`config.mk`:
```
export PLATFORM = sky130hd
export DESIGN_NAME = random_read_data_sink_flat
export DESIGN_NICKNAME = d
export VERILOG_FILES = /design/src/rtl/random_read_data_sink_pkg.sv /design/src/rtl/random_read_data_sink_if.sv /design/src/rtl/random_read_data_sink_popcount.sv /design/src/rtl/random_read_data_sink.sv /design/src/flat_wrapper.sv
export SDC_FILE = /design/constraint.sdc
export NUM_CORES = 2
export LEC_CHECK = 0
export BUFFER_PORTS_ARGS = -buffer_cell sky130_fd_sc_hd__buf_2
export CAP_MARGIN = 20
export CORE_AREA = 5 5 383 385
export DETAILED_ROUTE_END_ITERATION = 8
export DIE_AREA = 0 0 388 390
export GPL_ROUTABILITY_DRIVEN = 0
export GPL_TIMING_DRIVEN = 0
export RECOVER_POWER = 25
export SLEW_MARGIN = 20
export SYNTH_ARGS = -nofsm -noshare
export SYNTH_HDL_FRONTEND = slang
export SYNTH_SLANG_ARGS = --single-unit
```
`constraint.sdc`:
```
create_clock -name aclk -period 4.2 [get_ports aclk]
set_input_delay 0.21 -clock aclk [delete_from_list [all_inputs] [get_ports aclk]]
set_output_delay 0.21 -clock aclk [all_outputs]
set_load 0.02 [all_outputs]
```
`src/rtl/random_read_data_sink_pkg.sv`:
```
// Shared types and constants for the random read-data sink and its
// companion write-data path.
package random_read_data_sink_pkg;

    typedef enum logic [1:0] {
        SINK_IDLE = 2'd0,
        SINK_RUN  = 2'd1,
        SINK_DONE = 2'd2
    } sink_state_t;

    localparam int ERR_LEN   = 0;
    localparam int ERR_STRAY = 1;
    localparam int ERR_UFLOW = 2;
    localparam int ERR_OVER  = 3;
    localparam int ERR_BITS  = 4;

endpackage

```
`src/rtl/random_read_data_sink_if.sv`:
```
// AXI4-Stream read-data channel as seen by the sink.
interface random_read_data_sink_if #(
    parameter int DATA_BITS = 512
);
    logic [DATA_BITS-1:0]   tdata;
    logic [DATA_BITS/8-1:0] tkeep;
    logic                   tlast;
    logic                   tvalid;
    logic                   tready;

    modport master (output tdata, tkeep, tlast, tvalid, input tready);
    modport slave  (input tdata, tkeep, tlast, tvalid, output tready);
endinterface

```
`src/rtl/random_read_data_sink_popcount.sv`:
```
// Combinational count of set byte-enable bits; shared with the write-data path.
module keep_popcount #(
    parameter int W = 64
) (
    input  logic [W-1:0]       keep,
    output logic [$clog2(W):0] count
);
    always_comb begin
        count = '0;
        for (int i = 0; i < W; i++) begin
            count = count + {{$clog2(W){1'b0}}, keep[i]};
        end
    end
endmodule

```
`src/rtl/random_read_data_sink.sv`:
```
// Read-data sink: drains the stream, counts beats/bytes/requests, checks
// per-request length and reports run time for bandwidth measurement.
module random_read_data_sink
    import random_read_data_sink_pkg::*;
#(
    parameter int DATA_BITS = 512,
    parameter int CNT_BITS  = 64
) (
    input  logic                      aclk,
    input  logic                      aresetn,
    input  logic [63:0]               num_requests,
    input  logic [63:0]               req_size,
    input  logic                      ap_start,
    input  logic                      req_issued,
    random_read_data_sink_if.slave    s_axis,
    output logic                      ap_done,
    output logic [CNT_BITS-1:0]       bytes_received,
    output logic [CNT_BITS-1:0]       beats_received,
    output logic [CNT_BITS-1:0]       reqs_completed,
    output logic [CNT_BITS-1:0]       run_cycles,
    output logic [31:0]               outstanding,
    output logic [ERR_BITS-1:0]       err
);
    localparam int KEEP_BITS = DATA_BITS / 8;
    localparam int PC_BITS   = $clog2(KEEP_BITS) + 1;
    localparam int CMP_BITS  = (CNT_BITS > 64) ? CNT_BITS : 64;

    sink_state_t        state, state_next;
    logic               ap_start_r, start_pulse, in_run;
    logic               beat, last_beat, reqs_hit, reqs_over;
    logic [63:0]        num_req_latched, req_size_latched, pkt_bytes, pkt_total;
    logic [64:0]        pkt_sum;
    logic [PC_BITS-1:0] beat_bytes;

    function automatic logic [CNT_BITS-1:0] sat_add(input logic [CNT_BITS-1:0] a,
                                                    input logic [CNT_BITS-1:0] b);
        logic [CNT_BITS:0] sum;
        sum = {1'b0, a} + {1'b0, b};
        return sum[CNT_BITS] ? '1 : sum[CNT_BITS-1:0];
    endfunction

    keep_popcount #(.W(KEEP_BITS)) u_popcount (
        .keep  (s_axis.tkeep),
        .count (beat_bytes)
    );

    assign start_pulse = ap_start & ~ap_start_r;
    assign beat        = s_axis.tvalid & s_axis.tready;
    assign last_beat   = beat & s_axis.tlast;
    assign pkt_sum     = {1'b0, pkt_bytes} + 65'(beat_bytes);
    assign pkt_total   = pkt_sum[64] ? '1 : pkt_sum[63:0];
    assign reqs_hit    = CMP_BITS'(reqs_completed) == CMP_BITS'(num_req_latched);
    assign reqs_over   = CMP_BITS'(reqs_completed) >= CMP_BITS'(num_req_latched);

    always_ff @(posedge aclk or negedge aresetn) begin
        if (!aresetn) state <= SINK_IDLE;
        else          state <= state_next;
    end

    // Completion is judged on the registered count, so DONE lags the last beat by one cycle.
    always_comb begin
        state_next = state;
        case (state)
            SINK_IDLE: if (start_pulse) state_next = SINK_RUN;
            SINK_RUN:  if (reqs_hit)    state_next = SINK_DONE;
            SINK_DONE: if (start_pulse) state_next = SINK_RUN;
            default:                    state_next = SINK_IDLE;
        endcase
    end

    always_comb begin
        in_run  = (state == SINK_RUN);
        ap_done = (state == SINK_DONE);
    end

    always_ff @(posedge aclk or negedge aresetn) begin
        if (!aresetn) begin
            s_axis.tready    <= 1'b0;
            ap_start_r       <= 1'b0;
            num_req_latched  <= '0;
            req_size_latched <= '0;
            pkt_bytes        <= '0;
            bytes_received   <= '0;
            beats_received   <= '0;
            reqs_completed   <= '0;
            run_cycles       <= '0;
            outstanding      <= '0;
            err              <= '0;
        end else begin
            s_axis.tready <= 1'b1;
            ap_start_r    <= ap_start;
            if (start_pulse && !in_run) begin
                num_req_latched  <= num_requests;
                req_size_latched <= req_size;
                pkt_bytes        <= '0;
                bytes_received   <= '0;
                beats_received   <= '0;
                reqs_completed   <= '0;
                run_cycles       <= '0;
                outstanding      <= '0;
                err              <= '0;
            end else if (in_run) begin
                run_cycles <= sat_add(run_cycles, CNT_BITS'(1));
                if (beat) begin
                    beats_received <= sat_add(beats_received, CNT_BITS'(1));
                    bytes_received <= sat_add(bytes_received, CNT_BITS'(beat_bytes));
                    pkt_bytes      <= last_beat ? '0 : pkt_total;
                end
                if (last_beat) begin
                    reqs_completed <= sat_add(reqs_completed, CNT_BITS'(1));
                    if (pkt_total != req_size_latched) err[ERR_LEN] <= 1'b1;
                    if (reqs_over) err[ERR_OVER] <= 1'b1;
                end
                // A same-cycle issue and completion cancel out.
                if (req_issued && !last_beat) begin
                    if (outstanding != '1) outstanding <= outstanding + 32'd1;
                end else if (last_beat && !req_issued) begin
                    if (outstanding == '0) err[ERR_UFLOW] <= 1'b1;
                    else                   outstanding <= outstanding - 32'd1;
                end
            end else if (beat) begin
                err[ERR_STRAY] <= 1'b1;
            end
        end
    end
endmodule

```
`src/flat_wrapper.sv`:
```
// flat-port wrapper written by rule: the top's interface ports become plain ports
module random_read_data_sink_flat import random_read_data_sink_pkg::*;
#(
    parameter int DATA_BITS = 512,
    parameter int CNT_BITS  = 64
)
  (aclk, aresetn, num_requests, req_size, ap_start, req_issued, ap_done, bytes_received, beats_received, reqs_completed, run_cycles, outstanding, err, s_axis_tdata, s_axis_tkeep, s_axis_tlast, s_axis_tvalid, s_axis_tready);
  random_read_data_sink_if #(.DATA_BITS(DATA_BITS)) s_axis_i ();
  input  logic aclk;
  input  logic aresetn;
  input  logic [63:0] num_requests;
  input  logic [63:0] req_size;
  input  logic ap_start;
  input  logic req_issued;
  output logic ap_done;
  output logic [CNT_BITS-1:0] bytes_received;
  output logic [CNT_BITS-1:0] beats_received;
  output logic [CNT_BITS-1:0] reqs_completed;
  output logic [CNT_BITS-1:0] run_cycles;
  output logic [31:0] outstanding;
  output logic [ERR_BITS-1:0] err;
  input wire logic [$bits(s_axis_i.tdata)-1:0] s_axis_tdata;
  input wire logic [$bits(s_axis_i.tkeep)-1:0] s_axis_tkeep;
  input wire logic [$bits(s_axis_i.tlast)-1:0] s_axis_tlast;
  input wire logic [$bits(s_axis_i.tvalid)-1:0] s_axis_tvalid;
  output wire logic [$bits(s_axis_i.tready)-1:0] s_axis_tready;
  assign s_axis_i.tdata = s_axis_tdata;
  assign s_axis_i.tkeep = s_axis_tkeep;
  assign s_axis_i.tlast = s_axis_tlast;
  assign s_axis_i.tvalid = s_axis_tvalid;
  assign s_axis_tready = s_axis_i.tready;
  random_read_data_sink #(.DATA_BITS(DATA_BITS), .CNT_BITS(CNT_BITS)) u_core (.aclk(aclk), .aresetn(aresetn), .num_requests(num_requests), .req_size(req_size), .ap_start(ap_start), .req_issued(req_issued), .s_axis(s_axis_i), .ap_done(ap_done), .bytes_received(bytes_received), .beats_received(beats_received), .reqs_completed(reqs_completed), .run_cycles(run_cycles), .outstanding(outstanding), .err(err));
endmodule
```
-- Word level (Yosys, flattened, before mapping)
Cells that the tools add are included.
Widths: inputs -> output; s select.
- add/subtract/negate cells: 70
- $lt $le $gt $ge: 1
- equality and inequality tests: 11
- mux-type cells: 41
- bitwise operators: 4
- reductions and logical operators: 25
- operator list (kind ; count):
    $mux 64 ; 20
    $add 7x1->7 ; 57
    $add 64x1->65 const B ; 3
    $mux 32 ; 6
    $add 64x7->65 ; 2
    $eq 64x64->1 ; 1
    $ge 64x64->1 ; 1
    $ne 64x64->1 ; 1
    $add 32x1->32 const B ; 1
    $logic_not 32->1 ; 1
    $ne 32x32->1 const B ; 1
    $sub 32x1->32 const B ; 1
    $reduce_bool 2->1 ; 7
    $mux 1 ; 10
    $reduce_and 2->1 ; 4
    $reduce_and 4->1 ; 2
    $add 6x1->7 ; 1
    $add 5x1->6 ; 1
    $mux 2 ; 3
    $reduce_and 3->1 ; 2
    $add 4x1->5 ; 1
    $add 3x1->4 ; 1
    $mux 4 ; 1
    $ne 2x1->1 const B ; 2
    other kinds (15) ; 22
- bits in registers: 488
- input bits: 710
- output and inout port bits: 294
- word-level logic and storage cells: 167

-- Longest topological paths before layout
- depth after elaboration: 70
- mapped depth: 35

-- Hierarchy
A second synthesis with hierarchy kept.
- cells, all modules: 3745
- area total of the unflattened synthesis: 31262.5 um2
- modules (own cells, without submodules) (module ; times used ; cells an instance ; area each (um2) ; sequential area each (um2)):
    random_read_data_sink ; 1 ; 3572 ; 29534.6 ; 12211.7
    keep_popcount ; 1 ; 173 ; 1727.9 ; 0.0

-- Least setup slack after synthesis
No wires, ideal clock.
- path type: input port to flip-flop
- start: input port s_axis_tkeep[35]
- end: register u_core.err[0]
- setup time: 0.143 ns
- arrival time: 8.582 ns
- required time: 4.057 ns
- setup slack: -4.525 ns
- stages: 34
- path buffers: 2
- cells stage by stage: inv_1 > fa_1 > inv_1 > fa_1 > fa_1 > inv_1 > fa_1 > inv_1 > fa_1 > fa_1 > fa_1 > inv_1 > fa_1 > inv_1 > fa_1 > a21oi_1 > nor2_1 > nor2_1 > nor2b_1 > o21ai_0 > nand2b_1 > ha_1 > nor2_1 > or2_2 > clkbuf_1 > or4_1 > buf_2 > or4_1 > xor2_1 > o2111ai_1 > nor4_1 > o2111ai_1 > nor4_1 > a41oi_1
- word-level cells in the longest chain between the ends: 34
- ends and longest elaborated chain (item ; line ; RTL):
    from (decl) ; flat_wrapper.sv:23 ; input wire logic [$bits(s_axis_i.tkeep)-1:0] s_axis_tkeep;
    $add 7x1->7 (29 in series) ; random_read_data_sink_popcount.sv:11 ; count = count + {{$clog2(W){1'b0}}, keep[i]};
    $add 64x7->65 ; random_read_data_sink.sv:50 ; assign pkt_sum = {1'b0, pkt_bytes} + 65'(beat_bytes);
    $mux 64 ; random_read_data_sink.sv:51 ; assign pkt_total = pkt_sum[64] ? '1 : pkt_sum[63:0];
    $ne 64x64->1 ; random_read_data_sink.sv:111 ; if (pkt_total != req_size_latched) err[ERR_LEN] <= 1'b1;
    $reduce_bool 2->1 (no line) ; n/a ;
    $reduce_and 3->1 (no line) ; n/a ;
    to (signal, indexed assignment) ; random_read_data_sink.sv:111 ;
    to (signal, indexed assignment) ; random_read_data_sink.sv:112 ; if (reqs_over) err[ERR_OVER] <= 1'b1;
    to (signal, indexed assignment) ; random_read_data_sink.sv:118 ; if (outstanding == '0) err[ERR_UFLOW] <= 1'b1;
    to (decl) ; random_read_data_sink.sv:22 ; output logic [ERR_BITS-1:0] err
Every way passes these cells.
A chain may end at the register's enable or synchronous reset.

-- Worst setup path in the final report
- start: input port s_axis_tkeep[53]
- end: register u_core.err[0]
- word-level cells in the longest chain between the ends: 16
- ends and longest elaborated chain (item ; line):
    $add 7x1->7 (11 in series) ; random_read_data_sink_popcount.sv:11
    $add 64x7->65 ; random_read_data_sink.sv:50
    $mux 64 ; random_read_data_sink.sv:51
    $ne 64x64->1 ; random_read_data_sink.sv:111
    $reduce_bool 2->1 (no line) ; n/a
    $reduce_and 3->1 (no line) ; n/a
Every way passes these cells.

==> results.md <==
- The flow ran to the end, but the final reports show violations.
- The final reports fail on capacitance limit, slew limit, setup timing.
- The share of cells above drive strength 1 is 0.228.
- The most used standard cell by instance count after synthesis is nand2_1.
- The effective utilization at floorplan is 0.217.
- The number of DRC markers in iteration 0 is 3192.
- The share of the synthesized area in the top cell type is 0.394.
- Data on the critical path is required at its endpoint by 4.73 ns.
- The routed via count divided by cell count is 5.19.
- In this run the power spent charging and discharging nets is 22.3 mW.
- The maximum number of pins on one net before global-route repair is 91.
- For the pin with the worst max-slew slack, the measured transition is 3.64 ns.
- Internal power comes to 25.6 mW.
- During placement, the flow inserted port buffers numbering 491.
- In this run the horizontal extent of the chip is 388 microns.
- Setup repair after global routing could not meet its margin everywhere.
- The design draws 47.9 mW.
- The floorplan has 139 rows.
- The number of pins with negative max-slew slack in the final report is 175.
- The final number of setup-violating endpoints is 211.
- The critical path in this run is classified as primary input to flip-flop.
- The final count of hold timing violations is 0.
- The routed layout has 33600 vias.
- The worst-path cell with the longest stage delay is or4_4.
- The area growth from synthesis to layout is 37.1%.
- The clock passes through at most 3 buffers.
- The via count of the first global-routing pass is 32300.
- The total clock buffers created by CTS is 59.
- The signal arrival time at the worst endpoint is 8.65 ns.
- Timing would allow up to 0.123 GHz.
- The tightest min-delay check is of the primary input to flip-flop type.
- The number of cells on the worst reg-to-reg path is 14.
- The switching power as a share of total power is 0.466.
- On the worst path, the slowest cell contributes a delay of 0.64 ns.
- The critical path launch point type is a primary input.
- Between clock sinks in the finished design, the worst skew comes to 0.0452 ns.
- The number of enable-type register cells in the synthesized netlist is 0.
- A synthesized cell averages 8.35 sq um.
- The count of nets left with antenna violations once routing finished came out at 0.
- Dividing the detail-routed wire length by the instance count gives 23.3 microns.
- The share of the Yosys chip area taken by registers is 0.394.
- The nature of the critical path endpoint is a flip-flop.
- The register share of total power is 0.131.
- The initial antenna violation count is 9.
- The area of the die is 151000 sq um.
- Headroom to the max-slew limit came out at -1.43.
- The total routing usage reported by global routing is 0.189.
- The worst hold path stage count is 5.
- After legalization and detailed placement, the total HPWL measured 114000 microns.
- The largest driver fanout on the critical path is 10.
- The fraction of registers with async set/reset is 1.00.
- The number of synthesis warnings is 0.
- The register bit total from synthesis is 488.
- The peak ir drop on the vdd network is 3040 uV.
- The number of nets at the end of the flow is 5422.
- The post-route clock period utilization is 1.93.
- After detailed routing, the total wire length is 151000 microns.
- The master cell of the clock root buffer is clkbuf_16.
- The height of the die is 390 microns.
- After filler insertion, the fill cell instance count of the layout stands at 15000.
- After layout, the worst setup slack is -3.92 ns.
- The max capacitance violation total is 3.
- The floorplan core area is 143000 sq um.
- By area the synthesized netlist is led by dfrtp_1, nand2_1, o21ai_0.
- The total number of H-tree levels is 2.
- After synthesis the cells add up to 31000 sq um.
- Clock-pin slew was measured on the worst setup and hold paths at 0.07 ns.
- The number of nets in the synthesized netlist is 4603.
- For this design the static power due to leakage is 19.4 nW.
- Counting distinct cell types in the post-synthesis netlist gives 73.
- The portion of total power attributed to combinational logic is 0.754.
- The total clock sinks is 488.
- The commonest cells after synthesis are nand2_1, dfrtp_1, o21ai_0.
- The global-route wire length before repair is 219000 microns.
- The clock insertion delay at the later pin of the skew report is 0.68 ns.
- The clock tree from TritonCTS is done.
- The share of total power dissipated in the clock network is 0.115.
- Counting stages on the worst path, the most repeated cell is fa_1.
- 1004 I/O pins were placed.
- After layout, the minimum clock period comes to 8.12 ns.
- The post-synthesis cell count is 3708.
- For this run, design rule violations remaining after detail routing come to 0.
- The worst setup timing slack at the placement stage is -5.69 ns.
- The synthesized design spends more area on one cell type than any other, namely dfrtp_1.
- The leftover overflow at the end of global routing is 0.
- The power per cell area is 1130 nW/um^2.
- The number of iterations in the first detailed-routing pass is 6.
- The top flip-flop cell by instance count after synthesis is dfrtp_1.
routing by layer:
layer / vias to the layer above / share of wire / GRT usage
li1: 15000 / - / -
met1: 16600 / 0.41 / 0.247
met2: 1704 / 0.45 / 0.298
met3: 340 / 0.11 / 0.0597
met4: 0 / 0.039 / 0.0619
met5: - / 0 / 0
cell usage in the layout, fill, tap and decap left out, types with 17 or more instances in the layout:
cell           netlist  routed
buf_2                4     487
a21o_1              59      58
nand2_1            511     500
o21ai_1              1      46
o21ai_2              0      22
a31oi_1             46      43
and3_1              84      79
clkbuf_16            0      70
a21oi_1            262     231
nand3_1            186     177
nor2_4               0      18
nand4_1            101     101
xor2_1              31      29
a311oi_1            42      37
mux2i_1             19      17
a22o_1              26      26
buf_4                1      88
or3_1               30      27
and2_1              27      25
nor4_1              52      30
o21a_1              21      19
nor3_1             120      97
clkbuf_2             0      17
dlygate4sd3_1        0     132
inv_1              215     198
nor2_1             295     272
dfrtp_1            488     488
nor2b_1             19      19
ha_1               128     118
nand2b_1            18      18
buf_6                0      44
a21oi_2              0      28
a211oi_1            49      38
xnor2_1             68      58
o22ai_1             36      34
fa_1                57      52
clkbuf_1           174     158
and4_1              25      25
o21ai_0            321     253
worst paths after layout:
check	from	endpoint	slack, ns
worst max-delay path	s_axis_tkeep[53]	u_core.err[0]$_DFFE_PN0P_	-3.92
worst min-delay path	s_axis_tkeep[2]	u_core.bytes_received[0]$_DFFE_PN0P_	0.06
worst max register to register	u_core.s_axis.tready$_DFF_PN0_	u_core.outstanding[31]$_DFFE_PN0P_	-0.58
worst min register to register	u_core.pkt_bytes[0]$_DFFE_PN0P_	u_core.pkt_bytes[0]$_DFFE_PN0P_	0.48
max in group asynchronous	aresetn	u_core.req_size_latched[1]$_DFFE_PN0P_	-0.21
min in group asynchronous	aresetn	u_core.run_cycles[48]$_DFFE_PN0P_	0.74
registers in the layout, indices dropped and copies added (netlist names), 2 cells and up:
register and flops:
u_core.num_req_latched 64, u_core.bytes_received 64, u_core.outstanding 32, u_core.pkt_bytes 64, u_core.req_size_latched 64, u_core.err 4, u_core.beats_received 64, u_core.run_cycles 64
u_core.state 2, u_core.reqs_completed 64
worst max-delay path: cells and delay by family:
kind                       cells  cell delay [ns]
muxes                          1             0.40
xor gates and xnor gates       2             0.25
buffers and inverters          7             0.62
adders and majority gates     11             4.83
and+or+nand+nor                5             1.33
AOI/OAI and AO/OA              6             1.00
power by group through the flow:
stage	registers (mW)	logic (mW)	clock network [mW]
final	6.27	36.2	5.50
after floorplan	6.39	18.5	0
after global placement	6.29	18.1	0
after global routing	6.35	37.8	5.79
after CTS	6.24	31.9	5.62
after detailed placement	6.29	18.6	0
repair_timing:
| item | CTS | global route |
|---|---|---|
| gates resized for setup | 278 | 111 |
| hold endpoints to repair | 301 | 0 |
| hold buffers | 133 | 0 |
| setup endpoints to repair | 189 | 239 |
| pin swaps | 100 | 81 |
| buffers inserted | 102 | 33 |
| gates cloned | 0 | 1 |
layout make-up:
type	count	area, sq um	area share
repair buffers	763	5160	0.122
plain buffers	184	1010	0.0239
diodes	9	22.5	0.000530
well taps	1903	2380	0.0561
multi-input cells	2816	18800	0.444
clock inverters	24	324	0.00763
flip-flops and latches	488	12200	0.288
clock buffers	84	1680	0.0396
inverters	215	821	0.0193
cell families (layout without fill, tap and decap cells):
group | count (synthesis) | in the layout | synth area share
buf+inv | 404 | 1270 | 0.0493
compound gates | 988 | 988 | 0.197
fa+ha+maj | 185 | 185 | 0.0886
mux | 24 | 24 | 0.00796
flops | 488 | 488 | 0.394
other cells | 1 | 10 | 0.000121
simple gates | 1518 | 1518 | 0.234
xor+xnor | 100 | 100 | 0.0287
through the flow:
step	setup TNS (ns)	utilization	hold WS, ns	std cells	cell area (sq um)
after floorplan	-387.59	-	-0.0856	3708	31500
after global placement	-4405.29	0.254	0.362	6102	36300
after detailed placement	-528.43	0.256	0.108	6110	36600
after CTS	-348.16	0.294	0.0318	6450	41900
after global routing	-529.94	0.297	0.0796	6477	42400
final	-365.09	0.297	0.0581	6486	42500
Power figures use the tool's default switching activity.
